**src/rtl/ov9281_capture.sv**
```systemverilog
// ov9281_capture: OV9281 DVP capture packing pixels into a first-word-fall-through AXI-Stream word FIFO
module ov9281_capture #(
  parameter int DATA_WIDTH = 32,
  parameter int PIX_WIDTH = 8,
  parameter int FRAME_WIDTH = 1280,
  parameter int FRAME_HEIGHT = 800,
  parameter int FIFO_DEPTH = 16
) (
  input  logic                  i_clk,
  input  logic                  i_rst,
  input  logic                  i_enable,
  input  logic                  i_vsync,
  input  logic                  i_href,
  input  logic [PIX_WIDTH-1:0]  i_data,
  output logic [DATA_WIDTH-1:0] o_tdata,
  output logic                  o_tvalid,
  input  logic                  i_tready,
  output logic                  o_tuser,
  output logic                  o_tlast,
  output logic                  o_frame_done,
  output logic                  o_overflow,
  output logic                  o_frame_err
);
  localparam int PPW = DATA_WIDTH / PIX_WIDTH;
  localparam int NW = PPW > 1 ? $clog2(PPW) : 1;
  localparam int CW = $clog2(FRAME_WIDTH + 1) + 1;
  localparam int LW = FRAME_HEIGHT > 1 ? $clog2(FRAME_HEIGHT) : 1;
  localparam int AW = FIFO_DEPTH > 1 ? $clog2(FIFO_DEPTH) : 1;
  typedef enum logic [1:0] {IDLE, WAIT_LINE, ACTIVE, DROP} state_t;
  state_t st, st_n;
  logic vs_r, vs_p, hr_r, hr_p, vs_rise, hr_rise;
  logic [PIX_WIDTH-1:0] d_r;
  logic [NW-1:0] n, n_n;
  logic [CW-1:0] col, col_n;
  logic [LW-1:0] line, line_n;
  logic [DATA_WIDTH-1:0] acc, acc_n, pw;
  logic pix, eol, clr, push, pu, pl, ovf_n, err_n, done_n;
  logic [AW:0] wp, wp1, wp2, rp;
  logic [DATA_WIDTH+1:0] mem [FIFO_DEPTH];
  logic full, pop, wr;
  assign vs_rise = vs_r & ~vs_p;
  assign hr_rise = hr_r & ~hr_p;
  assign full = (wp - rp) == (AW+1)'(FIFO_DEPTH);
  assign o_tvalid = wp2 != rp;
  assign pop = o_tvalid & i_tready;
  assign wr = push & (~full | pop);
  assign {o_tlast, o_tuser, o_tdata} = o_tvalid ? mem[rp[AW-1:0]] : '0;
  always_comb begin
    st_n = st;
    n_n = n;
    col_n = col;
    line_n = line;
    acc_n = acc;
    pw = acc;
    pu = 1'b0;
    pl = 1'b0;
    push = 1'b0;
    pix = 1'b0;
    eol = 1'b0;
    clr = 1'b0;
    ovf_n = o_overflow;
    err_n = o_frame_err;
    done_n = 1'b0;
    case (st)
      IDLE: if (vs_rise && i_enable) begin
        st_n = WAIT_LINE;
        ovf_n = 1'b0;
        err_n = 1'b0;
        clr = 1'b1;
      end
      WAIT_LINE: if (vs_rise) begin
        err_n = 1'b1;
        clr = 1'b1;
      end else if (hr_rise) begin
        st_n = ACTIVE;
        pix = 1'b1;
      end
      ACTIVE: if (vs_rise) begin
        st_n = WAIT_LINE;
        err_n = 1'b1;
        clr = 1'b1;
      end else begin
        pix = hr_r;
        eol = ~hr_r & hr_p;
      end
      DROP: if (vs_rise) begin
        st_n = i_enable ? WAIT_LINE : IDLE;
        ovf_n = i_enable ? 1'b0 : o_overflow;
        err_n = i_enable ? 1'b0 : o_frame_err;
        clr = i_enable;
      end
    endcase
    if (pix) begin
      acc_n = acc | (DATA_WIDTH'(d_r) << (n * PIX_WIDTH));
      pw = acc_n;
      n_n = (n == NW'(PPW - 1)) ? '0 : n + NW'(1);
      if (n == NW'(PPW - 1)) begin
        push = 1'b1;
        pu = line == '0 && col == '0;
        pl = (col + CW'(PPW)) == CW'(FRAME_WIDTH);
        col_n = col + CW'(PPW);
        acc_n = '0;
      end
    end
    if (eol) begin
      push = col != CW'(FRAME_WIDTH) && n != '0;
      err_n = col != CW'(FRAME_WIDTH) ? 1'b1 : err_n;
      pu = line == '0 && col == '0;
      pl = 1'b1;
      acc_n = '0;
      n_n = '0;
      col_n = '0;
      line_n = (line == LW'(FRAME_HEIGHT - 1)) ? '0 : line + LW'(1);
      done_n = line == LW'(FRAME_HEIGHT - 1);
      st_n = (line == LW'(FRAME_HEIGHT - 1)) ? IDLE : WAIT_LINE;
    end
    if (clr) begin
      n_n = '0;
      col_n = '0;
      line_n = '0;
      acc_n = '0;
    end
    if (push && full && !pop) begin
      ovf_n = 1'b1;
      done_n = 1'b0;
      st_n = DROP;
    end
  end
  always_ff @(posedge i_clk) begin
    if (!i_rst) begin
      st <= IDLE;
      {vs_r, vs_p, hr_r, hr_p} <= '0;
      d_r <= '0;
      n <= '0;
      col <= '0;
      line <= '0;
      acc <= '0;
      {wp, wp1, wp2, rp} <= '0;
      {o_frame_done, o_overflow, o_frame_err} <= '0;
    end else begin
      st <= st_n;
      {vs_r, vs_p, hr_r, hr_p} <= {i_vsync, vs_r, i_href, hr_r};
      d_r <= i_data;
      n <= n_n;
      col <= col_n;
      line <= line_n;
      acc <= acc_n;
      wp <= wp + (AW+1)'(wr);
      wp1 <= wp;
      wp2 <= wp1;
      rp <= rp + (AW+1)'(pop);
      {o_frame_done, o_overflow, o_frame_err} <= {done_n, ovf_n, err_n};
      if (wr) mem[wp[AW-1:0]] <= {pl, pu, pw};
    end
  end
endmodule

```
**config.mk**
```make
export PLATFORM = sky130hd
export DESIGN_NAME = ov9281_capture
export DESIGN_NICKNAME = d
export VERILOG_FILES = /design/src/rtl/ov9281_capture.sv
export SDC_FILE = /design/constraint.sdc
export NUM_CORES = 1
export LEC_CHECK = 0
export CAP_MARGIN = 0
export CORE_MARGIN = 2
export CORE_UTILIZATION = 56
export CTS_CLUSTER_DIAMETER = 100
export DETAILED_ROUTE_END_ITERATION = 10
export GPL_TIMING_DRIVEN = 1
export PLACE_DENSITY = 0.8
export SLEW_MARGIN = 20
export SYNTH_ARGS = -nofsm -noshare
export SYNTH_HDL_FRONTEND = slang
export SYNTH_SLANG_ARGS = --single-unit
```
**constraint.sdc**
```tcl
create_clock -name i_clk -period 3.2 [get_ports i_clk]
set_input_delay 0.64 -clock i_clk [delete_from_list [all_inputs] [get_ports i_clk]]
set_output_delay 0.64 -clock i_clk [all_outputs]
set_load 0.05 [all_outputs]
```
Word-level counts from Yosys, hierarchy flattened
Memories as Yosys holds them, arrays and structs flattened. A register that Yosys moved wholly into a read port is not among the register bits.
Index checks and enable logic that the tools add are counted.
{ "totals": {"reg_bits": 93, "mem_bits_rw": 544, "inputBits": 14, "output_inout_bits": 38, "wordCells": 123, "mem_count": 1} }
{ "mem_list": {"columns": ["memory", "words", "word_bits", "rd", "rd_clocked_by_memory_dff", "wr", "line_no", "text"], "rows": [
  ["mem", 16, 34, 1, 1, 1, "39", "logic [DATA_WIDTH+1:0] mem [FIFO_DEPTH];"]
]} }
{ "classes": {"addsub": 6, "eq_ne": 17, "shift": 1, "n_mux": 50, "bitwise": 13, "reduce_logical": 18} }
{ "op_table": {"columns": ["op", "count"], "rows": [
  ["$mux 32", 2],
  ["$mux 34", 1],
  ["$mux 1", 32],
  ["$or 32x32->32", 1],
  ["$shl 8x5->32", 1],
  ["$ne 4x4->1 const B", 5],
  ["$mux 2", 8],
  ["$add 12x3->12 const B", 1],
  ["$eq 12x11->1 const B", 1],
  ["$logic_not 12->1", 1],
  ["$ne 12x11->1 const B", 1],
  ["$add 10x1->10 const B", 1],
  ["$add 5x1->5", 2],
  ["$eq 10x10->1 const B", 1],
  ["$logic_not 10->1", 1],
  ["$mux 10", 1],
  ["$ne 3x3->1 const B", 3],
  ["$pmux 2 s4", 1],
  ["$eq 2x2->1 const B", 3],
  ["$not 1->1", 6],
  ["$pmux 1 s3", 2],
  ["$reduce_or 3->1", 2],
  ["$and 1x1->1", 5],
  ["$eq 5x5->1 const B", 1],
  ["16 further kinds", 22]
]} }

Longest topological paths before layout
{ "logic_depth": {"ltp_word": 11, "ltp_mapped": 14, "mapped_depth_nobuf": 11} }

Least setup slack after synthesis
OpenSTA, ideal clock, no wires.
{ "synth_path": {"path_kind": "flip-flop to flip-flop", "startpoint": "reg rp[1]", "endpoint": "mem mem[14][0] in the netlist's numbering, enable pin", "setup_ps": 415, "t_arrival_ps": 3040, "t_required_ps": 2785, "setup_slack_ps": -255, "stages_incl_launch_ff": 11, "path_buffers": 3, "period_less_slack_ps": 3455, "path_cell_list": "dfxtp_1 -> buf_1 -> clkbuf_1 -> inv_1 -> ha_1 -> nand2b_1 -> or4b_1 -> a211oi_2 -> a21boi_2 -> buf_6 -> and3_1"} }
{ "synth_via": {"elab_chain_cells": 8, "elab_cells_between_ends": 10, "cone_classes": "add/sub (1); eq/ne (2); mux (3); bitwise (4)"} }
{ "synth_lines": {"columns": ["element", "line_no", "text"], "rows": [
  ["start, declared", "38", "logic [AW:0] wp, wp1, wp2, rp;"],
  ["start signal, assigned", "151", "rp <= rp + (AW+1)'(pop);"],
  ["$sub 5x5->5", "43", "assign full = (wp - rp) == (AW+1)'(FIFO_DEPTH);"],
  ["$eq 5x5->1", "43", null],
  ["$not 1->1", "46", "assign wr = push & (~full | pop);"],
  ["$or 1x1->1 (*)", "46", null],
  ["$and 1x1->1 (*)", "46", null],
  ["$mux 1 (*)", "153", "if (wr) mem[wp[AW-1:0]] <= {pl, pu, pw};"],
  ["$mux 1 (*)", "130", "if (!i_rst) begin"],
  ["$mux 1 (not written as such) (*)", "153", null],
  ["end, declared", "39", null]
]} }
Every way passes the cells marked *; elsewhere a longest branch is shown, timed or not.

Final worst setup path
{ "layout_path": {"startpoint": "reg rp[0]", "endpoint": "out o_tdata[1]"} }
{ "layout_via": {"elab_chain_cells": 2} }
{ "layout_lines": {"columns": ["element", "line_no", "text"], "rows": [
  ["$ne 5x5->1", "44", "assign o_tvalid = wp2 != rp;"],
  ["$mux 34", "47", "assign {o_tlast, o_tuser, o_tdata} = o_tvalid ? mem[rp[AW-1:0]] : '0;"],
  ["end, declared", "15", "output logic [DATA_WIDTH-1:0] o_tdata,"]
]} }
Every way passes these cells.

==> reports/metrics.yaml <==
run_status: "finished with violations"
failed_checks: "setup timing"
holdCritStartpoint: "wp1[4]$_SDFF_PN0_"
grt_max_degree: 60
drive_above_1_share_pct: 29.6
cap_viol_max_count: 0
multi_input_area_mm2: 0.00644
worstPathMaxFanout: 5
place_congestion: 0.751
die_h_um: 214
worst_clock_skew_ns: 0.0302
p_leak_uw: 0.0102
min_to: "wp2[4]$_SDFF_PN0_"
final_nets: 1394
synth_edf_count: 544
synth_most_common_cell: "edfxtp_1"
crit_path_end_kind: "output port"
io_pins: 52
clk_pin_slew_ns: 0.06
vdd_drop_max_uv: 466
diodes: 0
finalHoldViolCount: 0
antenna_found_initial: 0
route.detailed.drc: 0
register_area_mm2: 0.0182
cpPeakStageDelay_ns: 0.53
grt.overflow.total: 0
final_util_pct: 66.2
final_antenna_net_count: 0
coreArea_mm2: 0.0439
cts_buffer_depth: 3
syn_inst: 1227
worst_slew_pin_slew_ns: 0.831
firstDrtPassIters: 5
die_area_mm2: 0.0459
synth.area.top_cells: "edfxtp_1 (66%), mux4_2 (15%), dfxtp_1 (7.4%), nor2b_1 (1.8%), ha_1 (1.0%)"
area.growth.synth_to_final_pct: 17.5
crit_arrival_ns: 2.78
min_path_cells: 1
cellPowerDensity_mw_per_mm2: 566
grt_pass1_vias: 13000
criticalPathCategory: "reg -> out"
worst_slack_ns: -0.221
r2r_slack_ns: 0.13
totalWireLength_mm: 57.9
place.port_buffers: 51
drt_iter0_drc: 1436
cts_tree: "done"
final_cells: 2000
slowest_stage: "mux4_2"
setup_viol: 34
synth_nets: 1261
track_usage_pct: 25.5
fin_crit_ns: 3.42
initial_utilization_pct: 56.3
htree_levels: 2
routedWlPerCell_um: 28.9
met1_usage_pct: 33.2
synth_ff_type: "edfxtp_1"
vias_per_cell: 6.28
ys_ff_latch: 635
maxSlewHeadroom_pct: 43.9
clk_latency_ns: 0.63
met2_usage_pct: 42.1
synth_cell_type_count: 56
die_width_um: 214
grt_pass1_wl_mm: 84.8
syn_area_mm2: 0.0247
min_period_over_period_pct: 107
r2r_start: "rp[0]$_SDFF_PN0_"
synth_top_cell_by_area: "edfxtp_1"
dp_hpwl_mm: 28.4
root_buffer: "clkbuf_16"
dp_slack_ns: 0.246
crit_path_start_kind: "register"
vias: 12600
yosysWarnings: 0
met3_usage_pct: 5.60
whs_ns: 0.431
rsz0062_at_grt: "true"
synth_seq_area_share_pct: 73.4
fmaxAchievable_ghz: 0.292
ff2ff_path_depth: 10
cts.sinks: 635
synth.avg_cell_area_um2: 20.2
r2r_end: "mem[11][20]$_DFFE_PP_"
hold_path_class: "reg -> reg"
synth.top_cell.area_share_pct: 66.0
synth_common_cells: "edfxtp_1 (544), mux4_2 (170), dfxtp_1 (91)"
maxSlewViolCount: 0
crit_required_ns: 2.56
rows: 77
crit_chain: "buf_12, buf_12, buf_16, mux4_2, mux4_2, nor2b_4, buf_6"
numPlacedInstances: 1870
cts_buffers: 58
final.fill_count: 2695
grt_most_used_layer: "met2"
async_flop_share_pct: 0
## cell type report
cell class                 count  share of cell area, %
sequential                   635                   62.5
multi-input combinational    521                   22.1
clock buffer                  78                   5.68
timing repair buffer         127                   5.67
tap                          592                   2.55
clock inverter                30                   1.27
inverter                      17                  0.219
## registers in the layout, summed over array words and instances (netlist names), 5 cells and up
name,cells
line,10
rp,5
wp,5
col,10
mem,544
wp2,5
wp1,5
acc,32
d_r,8
## report_power, final
part | leakage (uW) | internal, uW | switching (uW)
sequential | 0.00619 | 8880 | 33.0
clock | 0.000984 | 4270 | 3030
combinational | 0.00299 | 103 | 150
## critical path, delay by kind of cell, from the launching register on
kind,cells,cell delay (ns)
buf+inv,4,0.56
flops,1,0.41
mux,2,1.05
simple gates,1,0.15
## cell usage in the layout, fill, tap and decap left out, types with 7 or more instances in the layout
cell type        synthesis  layout
nor2b_4                  0      17
clkbuf_16                0      63
ha_1                    20      19
a21o_1                  33      33
a21oi_1                 11      11
nand2b_1                 9       9
nand3_1                 12      12
mux4_2                 170     170
clkinv_1                 0      10
edfxtp_1               544     544
bufinv_16                0       8
buf_16                   0      14
and2_1                  39      39
nor2b_1                 72      54
nand2_1                 12      12
inv_1                   15      15
dfxtp_1                 91      88
xnor2_1                 16      16
nand4_1                  8       8
clkdlybuf4s50_1          0      16
nor2_1                  27      27
xor2_1                  12      12
buf_6                    7      28
buf_12                   0      17
and4_2                   0       9
buf_4                    0      47
o21ai_0                  7       7
clkbuf_1                33      11
## routing by layer
metal / share of wire (%) / wire [um]
met4: 4.0 / 2320
met2: 50 / 29200
met5: 0 / 0
met3: 8.9 / 5150
met1: 37 / 21200
## kinds of logic (layout without fill, tap and decap cells)
family	after synthesis	in the layout	synth area share (%)
mux	174	174	15.6
fa+ha+maj	20	20	1.01
flops	635	635	73.4
buf+inv	71	252	1.34
xor+xnor	28	28	0.991
simple gates	227	227	5.58
compound gates	72	72	2.06
## metrics by stage
stage | area (um2) | setup TNS [ns] | total power (uW)
after floorplan | 24800 | 0 | 9250
after global placement | 26300 | 0 | 9330
after detailed placement | 26300 | 0 | 9340
after CTS | 29000 | -6.72 | 16500
after global routing | 29100 | -7.17 | 16900
final | 29100 | -4.86 | 16500
## worst max path at each step
stage / startpoint / to / slack (ns) / cells after the start
3_3_place_gp: rp[0]$_SDFF_PN0_ / o_tdata[12] / 0.32 / 6
3_5_place_dp: st[0]$_SDFFE_PN0P_ / mem[1][9]$_DFFE_PP_ / 0.25 / 8
4_1_cts: rp[0]$_SDFF_PN0_ / o_tdata[26] / -0.26 / 7
2_1_floorplan: rp[1]$_SDFF_PN0_ / wp[4]$_SDFF_PN0_ / 0.005 / 14
5_1_grt: rp[0]$_SDFF_PN0_ / o_tdata[1] / -0.27 / 7
6_report: rp[0]$_SDFF_PN0_ / o_tdata[1] / -0.22 / 7
## timing repair
action,CTS,global route
buffers inserted,12,1
hold endpoints to repair,0,0
gates cloned,11,2
gates resized for setup,60,35
endpoints found under the setup margin,35,271
hold buffers,0,0
pin swaps,0,2
No activity file was read; power rests on OpenSTA's default activity.
